`src/rtl/seq_cmp_pkg.sv`:
```
// Shared types and constants for the sequential 8-bit comparator.
// Pair geometry and the three-state FSM encoding live here.
package seq_cmp_pkg;

  localparam int PAIR_W    = 2;
  localparam int NUM_PAIRS = 4;
  localparam int OP_W      = PAIR_W * NUM_PAIRS;

  typedef enum logic [1:0] {
    IDLE,
    RUN,
    DONE
  } state_e;

  function automatic logic [PAIR_W-1:0] pair_sel(
    input logic [OP_W-1:0] v,
    input logic [1:0]      i
  );
    return v[{i, 1'b0} +: PAIR_W];
  endfunction

endpackage

```
`src/rtl/comparator_primitives.sv`:
```
// 2-bit unsigned magnitude comparator.
// g = a > b, l = a < b; both low when equal.
module comparator_primitives (
  input  logic [1:0] a,
  input  logic [1:0] b,
  output logic       g,
  output logic       l
);

  assign g = a > b;
  assign l = a < b;

endmodule

```
`src/rtl/seq_comparator_8.sv`:
```
// Sequential 8-bit comparator, MSB pair first, valid/ready on both sides.
// Define SEQ_CMP_EARLY_EXIT_EN to finish on the first differing pair.
module seq_comparator_8 (
  input  logic       clk,
  input  logic       rst,
  input  logic       in_valid,
  output logic       in_ready,
  input  logic [7:0] x,
  input  logic [7:0] y,
  output logic       out_valid,
  input  logic       out_ready,
  output logic       g,
  output logic       l
);
  import seq_cmp_pkg::*;

  state_e          state_q, state_d;
  logic [OP_W-1:0] x_q, x_d;
  logic [OP_W-1:0] y_q, y_d;
  logic [1:0]      idx_q, idx_d;
  logic            g_q, g_d;
  logic            l_q, l_d;
  logic            in_ready_q, in_ready_d;
  logic            out_valid_q, out_valid_d;

  logic [PAIR_W-1:0] pa, pb;
  logic              pg, pl;
  logic              last;

  assign pa = pair_sel(x_q, idx_q);
  assign pb = pair_sel(y_q, idx_q);

  comparator_primitives u_cmp (
    .a (pa),
    .b (pb),
    .g (pg),
    .l (pl)
  );

  always_comb begin
    state_d     = state_q;
    x_d         = x_q;
    y_d         = y_q;
    idx_d       = idx_q;
    g_d         = g_q;
    l_d         = l_q;
    in_ready_d  = in_ready_q;
    out_valid_d = out_valid_q;
    last        = 1'b0;
    unique case (state_q)
      IDLE: begin
        if (in_valid) begin
          x_d        = x;
          y_d        = y;
          idx_d      = 2'd3;
          g_d        = 1'b0;
          l_d        = 1'b0;
          in_ready_d = 1'b0;
          state_d    = RUN;
        end
      end
      RUN: begin
        // Only the first differing pair may decide the result.
        if (!g_q && !l_q) begin
          g_d = pg;
          l_d = pl;
        end
`ifdef SEQ_CMP_EARLY_EXIT_EN
        last = (idx_q == 2'd0) || pg || pl;
`else
        last = (idx_q == 2'd0);
`endif
        if (last) begin
          out_valid_d = 1'b1;
          state_d     = DONE;
        end else begin
          idx_d = idx_q - 2'd1;
        end
      end
      DONE: begin
        if (out_ready) begin
          out_valid_d = 1'b0;
          in_ready_d  = 1'b1;
          state_d     = IDLE;
        end
      end
      default: begin
        out_valid_d = 1'b0;
        in_ready_d  = 1'b1;
        state_d     = IDLE;
      end
    endcase
  end

  always_ff @(posedge clk or posedge rst) begin
    if (rst) begin
      state_q     <= IDLE;
      x_q         <= '0;
      y_q         <= '0;
      idx_q       <= '0;
      g_q         <= 1'b0;
      l_q         <= 1'b0;
      in_ready_q  <= 1'b1;
      out_valid_q <= 1'b0;
    end else begin
      state_q     <= state_d;
      x_q         <= x_d;
      y_q         <= y_d;
      idx_q       <= idx_d;
      g_q         <= g_d;
      l_q         <= l_d;
      in_ready_q  <= in_ready_d;
      out_valid_q <= out_valid_d;
    end
  end

  assign in_ready  = in_ready_q;
  assign out_valid = out_valid_q;
  assign g         = g_q;
  assign l         = l_q;

endmodule
```
`config.mk`:
```
export PLATFORM = sky130hd
export DESIGN_NAME = seq_comparator_8
export DESIGN_NICKNAME = d
export VERILOG_FILES = /design/src/rtl/seq_cmp_pkg.sv /design/src/rtl/comparator_primitives.sv /design/src/rtl/seq_comparator_8.sv
export SDC_FILE = /design/constraint.sdc
export NUM_CORES = 1
export LEC_CHECK = 0
export BUFFER_PORTS_ARGS = -buffer_cell sky130_fd_sc_hd__buf_2
export CORE_UTILIZATION = 56
export CTS_CLUSTER_SIZE = 16
export DETAILED_ROUTE_END_ITERATION = 6
export PLACE_DENSITY = 0.9
export SLEW_MARGIN = 25
export SYNTH_ARGS = -nofsm -noshare
export SYNTH_HDL_FRONTEND = slang
export SYNTH_SLANG_ARGS = --single-unit
```
`constraint.sdc`:
```
create_clock -name clk -period 4.3 [get_ports clk]
set_input_delay 1.075 -clock clk [delete_from_list [all_inputs] [get_ports clk]]
set_output_delay 1.075 -clock clk [all_outputs]
set_load 0.05 [all_outputs]
```
==> metrics.cfg, run 1 <==
[status]
status = finished clean

[cts]
clkSinkCount = 24
htreeDepth = 1
cts_made_buffers = 3
cts_setup_buffers = 0
clockBufferDepth = 2
cts_root_buffer = clkbuf_4
worstSkewPairLatency_ps = 310
path_clk_slew_ps = 120
cts_resized = 0
cts_tree = built
hold_buffers = 0

[power]
power.density_nw_per_um2 = 809
vdd_drop_max_uv = 388
leakagePower_nw = 0.651

[critical_path]
cp_max_fo = 2
r2r_start = idx_q[0]
rr_endpoint = l
cp-end-kind = output port
cp_top_family = flip-flops
crit_buf_inv = 1
start_kind = flip-flop
worstPathRequired_ps = 3220
path_cells = buf_2
max_stage_delay_ps = 550
ff2ff_path_depth = 4
worstSetupPathType = reg -> out
cp_slowest_cell = dfstp_2
ff2ff_setup_slack_ps = 2420
crit_arrival_ps = 1100

[cells_and_area]
area_delta_synth_final_pct = 12.1
multiInputGateArea_um2 = 513
n_antenna_cell = 0
seq_area_um2 = 602
postLayoutCoreUtil = 0.673
fin_area_um2 = 1330
layout-drive-gt1-share = 0.486
fillCellCount = 146
finalNetCount = 131

[routing]
wl_per_cell_um = 14.5
drcViolationCount = 0
drt_pass1_iterations = 4
drt.antenna.violating_nets = 0
routed_wl_um = 1950
vias = 743
drt_iter0_markers = 13
viasPerCell = 5.54

[sta]
hold_viol = 0
setup-tns-final_ps = 0
tightest_slew_ps = 890
post-route-period-util = 0.507
skew_ps = 1.50
slew_headroom = 0.406
setup_ws_ps = 2120
max_freq_mhz = 459
rsz0062_at_grt = false
whs_ps = 475
slew_violations = 0
setup_viol = 0
final.min_clock_period_ps = 2180

[floorplan]
dieHeight_um = 48.1
initial_core_util = 0.600
placementRows = 16
die_x_um = 48.1
dieArea_um2 = 2310
num_io_pins = 24
core_area_um2 = 1980

[placed_design]
place_area_um2 = 1300
dp_slack_ps = 2190
portBuffers = 23
globalplace.congestion = 0.767
dpl.hpwl_um = 1430

[global_routing]
met2_usage = 0.338
gr-usage-all-layers = 0.205
first_global_vias = 701
grt_use_met3 = 0.0444
grt_pass1_wl_um = 3130
grt_antenna_before_repair = 0
grt_max_degree = 25
grt_busiest_layer = met2
overflow = 0
grt_util_met1 = 0.262

[logic_synthesis]
synthMuxAreaShare = 0.262
synth_area_um2 = 1190
syn-instance-count = 84
synth_compound_area_frac = 0.0757
syn-num-nets = 107
seq_area_frac_synth = 0.506
ys_types = 23
synth_seq_cells = 24
synth_top_family_by_area = multiplexers
synthXorXnorAreaFrac = 0
synth_simple_gate_area_share = 0.0620
yosys_warnings = 0
synthAdderAreaFrac = 0.0315
syn_avg_cell_area_um2 = 14.2

[job]
maxCapViolCount = 0

[min_path]
min_path_cells = 2
min-delay-start = in_ready
hp-class = reg -> reg
min_to = in_ready

[report_power, final]
group | switching, mW | internal [mW] | leakage [nW]
registers | 0.0995 | 0.343 | 0.281
logic | 0.234 | 0.287 | 0.349
clock network | 0.0640 | 0.0517 | 0.0210
[through the flow]
stage	power (mW)	std cells
after floorplan	0.892	84
after global placement	0.943	130
after detailed placement	0.975	130
after CTS	1.09	134
after global routing	1.17	134
final	1.08	134
[tightest hold or removal path, stage by stage, from the launching register on]
cell,delay [ps]
dfstp_2,390
inv_1,50
a21oi_1,50
[per-layer routing]
metal / routed length (um) / share of wire
met4: 13 / 0.0067
met5: 0 / 0
met2: 982 / 0.50
met1: 861 / 0.44
met3: 91 / 0.047
[final cells by class]
class	count	area share
sequential	24	0.451
inverter	9	0.0253
multi-input combinational	47	0.385
timing repair buffer	23	0.0863
clock buffer	4	0.0272
tap	27	0.0253
[cell usage in the layout, fill, tap and decap left out]
cell type,count
dfrtp_1,23
buf_2,23
inv_1,9
mux2_2,9
mux2_4,8
nor2_1,5
mux4_2,4
a22o_1,3
a21oi_1,3
ha_1,3
clkbuf_4,3
nand2_1,2
a2bb2oi_1,2
nor2b_1,1
o21ai_0,1
nand2b_4,1
nor2_8,1
o31a_1,1
a31o_2,1
o32ai_1,1
or2b_1,1
clkbuf_8,1
dfstp_2,1
[cells in the mapped netlist]
library cell | instances | share of area
o21ai_0 | 1 | 0.0042
buf_6 | 1 | 0.0095
inv_1 | 9 | 0.028
a31o_2 | 1 | 0.0074
a21oi_1 | 3 | 0.013
o31a_1 | 1 | 0.0074
nor2b_1 | 1 | 0.0053
ha_1 | 3 | 0.032
mux2_4 | 8 | 0.10
dfrtp_1 | 23 | 0.48
nand2b_4 | 1 | 0.012
buf_2 | 2 | 0.0084
nor2_8 | 1 | 0.017
mux2_2 | 9 | 0.085
nor2_1 | 5 | 0.016
mux4_2 | 4 | 0.076
dfstp_2 | 1 | 0.022
or2b_1 | 1 | 0.0063
buf_12 | 1 | 0.017
a22o_1 | 3 | 0.022
o32ai_1 | 1 | 0.0074
a2bb2oi_1 | 2 | 0.015
nand2_1 | 2 | 0.0063
[registers in the layout, indices dropped and copies added (netlist names)]
register   cells
out_valid      1
l              1
state_q        2
x_q            8
in_ready       1
y_q            8
g              1
idx_q          2
[worst max-delay path by stage]
stage | from | cells after the start | slack [ps] | to
global route | in_ready | 1 | 2060 | in_ready
finish | in_ready | 1 | 2120 | in_ready
CTS | in_ready | 1 | 2110 | in_ready
detailed placement | in_valid | 4 | 2190 | x_q[6]
global placement | in_valid | 4 | 2240 | y_q[2]
floorplan | in_valid | 4 | 2440 | x_q[0]
[cells by family after synthesis]
| kind of cell | count (synthesis) |
|---|---|
| buf+inv | 13 |
| mux | 21 |
| compound gates | 12 |
| flops | 24 |
| simple gates | 11 |
| fa+ha+maj | 3 |
No activity file was read; power rests on OpenSTA's default activity.
==> inputs of run 2 (changes only) <==
- CORE_UTILIZATION: 56 -> 53
- PLACE_DENSITY: 0.9 -> 0.86
- clock period: 4.3 -> 2.3 ns (I/O delays scaled with it)
==> metrics.cfg, run 2 (synthesis results as in run 1) <==
[routing]
viasPerCell = 5.44  ; -1.8%
drcViolationCount = 0  ; unchanged
drt.antenna.violating_nets = 0  ; unchanged
drt_pass1_iterations = 4  ; unchanged
drt_iter0_markers = 14  ; +1
vias = 735  ; -1.1%
routed_wl_um = 1960  ; +0.36%
wl_per_cell_um = 14.5  ; -0.38%

[cells_and_area]
mostFrequentLayoutCells = dfrtp_1 (23), buf_2 (23), inv_1 (9), mux2_2 (9), mux2_4 (8)
area_delta_synth_final_pct = 11.9
largest_registers = x_q: 8 flops, y_q: 8 flops
layout-drive-gt1-share = 0.481  ; -0.00450
n_antenna_cell = 0  ; unchanged
finalNetCount = 132  ; +0.76%

[sta]
whs_ps = 270  ; -205 ps
rsz0062_at_grt = false
slew_headroom = 0.743  ; +0.337
setup_viol = 0  ; unchanged
setup-tns-final_ps = 0  ; unchanged
tightest_slew_ps = 386  ; -504 ps
post-route-period-util = 0.861
skew_ps = 7.27  ; +5.77 ps
final.min_clock_period_ps = 1980
slew_violations = 0  ; unchanged
setup_ws_ps = 321  ; -1800 ps
max_freq_mhz = 505
hold_viol = 0  ; unchanged

[job]
maxCapViolCount = 0  ; unchanged

[floorplan]
placementRows = 16  ; unchanged
die_x_um = 49.4  ; +2.7%
dieHeight_um = 49.4  ; +2.7%
num_io_pins = 24  ; unchanged
core_area_um2 = 2040  ; +3.0%
dieArea_um2 = 2440  ; +5.4%
initial_core_util = 0.583  ; -0.0177

[critical_path]
worstSetupPathType = reg -> reg
cp-end-kind = flip-flop
crit_arrival_ps = 2190  ; +1090 ps
rr_endpoint = g
worstPathRequired_ps = 2510  ; -710 ps
ff2ff_setup_slack_ps = 320  ; -2100 ps
cp_max_fo = 7  ; +5
ff2ff_path_depth = 5  ; +1
r2r_start = idx_q[0]
start_kind = flip-flop

[global_routing]
grt_antenna_before_repair = 0  ; unchanged
gr-usage-all-layers = 0.201  ; -0.00422
grt_pass1_wl_um = 3510  ; +12%
overflow = 0  ; unchanged
grt_max_degree = 25  ; unchanged
first_global_vias = 780  ; +11%

[placed_design]
dpl.hpwl_um = 1470  ; +2.5%
portBuffers = 23  ; unchanged
globalplace.congestion = 0.749  ; -2.3%
dp_slack_ps = 329  ; -1860 ps

[power]
vdd_drop_max_uv = 771  ; +99%
leakagePower_nw = 0.650  ; -0.19%
power.density_nw_per_um2 = 1520  ; +87%

[cts]
cts_resized = 0  ; unchanged
cts_made_buffers = 3  ; unchanged
path_clk_slew_ps = 130  ; about the same
cts_tree = built
htreeDepth = 1  ; unchanged
cts_root_buffer = clkbuf_4
cts_setup_buffers = 0  ; unchanged
hold_buffers = 0  ; unchanged
clkSinkCount = 24  ; unchanged
clockBufferDepth = 2  ; unchanged
worstSkewPairLatency_ps = 320  ; about the same

[min_path]
hp-class = in -> async

[status]
status = finished clean

==> run 2: cell count changes in the layout (fill, tap and decap cells not counted), sizes merged <==
| cell | previous run | this run |
|---|---|---|
| buf | 23 | 24 |
==> run 2: worst max-delay path by stage <==
stage / from / to / slack (ps) / depth (start not counted)
3_3_place_gp: idx_q[0] / g / 520 / 5
6_report: idx_q[0] / g / 320 / 5
3_5_place_dp: idx_q[0] / g / 330 / 5
2_1_floorplan: idx_q[0] / g / 600 / 6
4_1_cts: idx_q[0] / g / 290 / 5
5_1_grt: idx_q[0] / g / 210 / 5
==> run 2: worst max-delay path: stages (launching register included) <==
cell and delay [ps]:
dfrtp_1 570, mux4_2 550, ha_1 320, nand2_1 80, nand2_1 70, o32ai_1 290
==> run 2: final cells by class <==
| cell class | count | area [um2] |
|---|---|---|
| clock buffer | 4 | 26.3 |
| fill | 181 | 711 |
| inverter | 9 | 33.8 |
| multi-input combinational | 47 | 513 |
| sequential | 24 | 602 |
| tap | 27 | 33.8 |
| timing repair buffer | 24 | 123 |
==> run 2: layer usage <==
layer | track usage | wire (um) | part of all wire | up-vias
li1 | - | - | - | 341
met1 | 0.229 | 872 | 0.45 | 361
met2 | 0.336 | 921 | 0.47 | 27
met3 | 0.0654 | 120 | 0.061 | 6
met4 | 0.100 | 42 | 0.021 | 0
met5 | 0 | 0 | 0 | -
==> run 2: power breakdown <==
part,switching (mW),internal (mW)
registers,0.186,0.641
logic,0.460,0.541
clock network,0.123,0.0679
total,0.769,1.25
==> run 2: metrics by stage <==
step                      cells  instance area, um2   util  total power [mW]
final                       135                1330  0.652              2.02
after global routing        135                1330  0.652              2.17
after CTS                   135                1330  0.652              2.04
after detailed placement    131                1310  0.639              1.84
after global placement      131                1310  0.639              1.77
after floorplan              84                1190      -              1.67
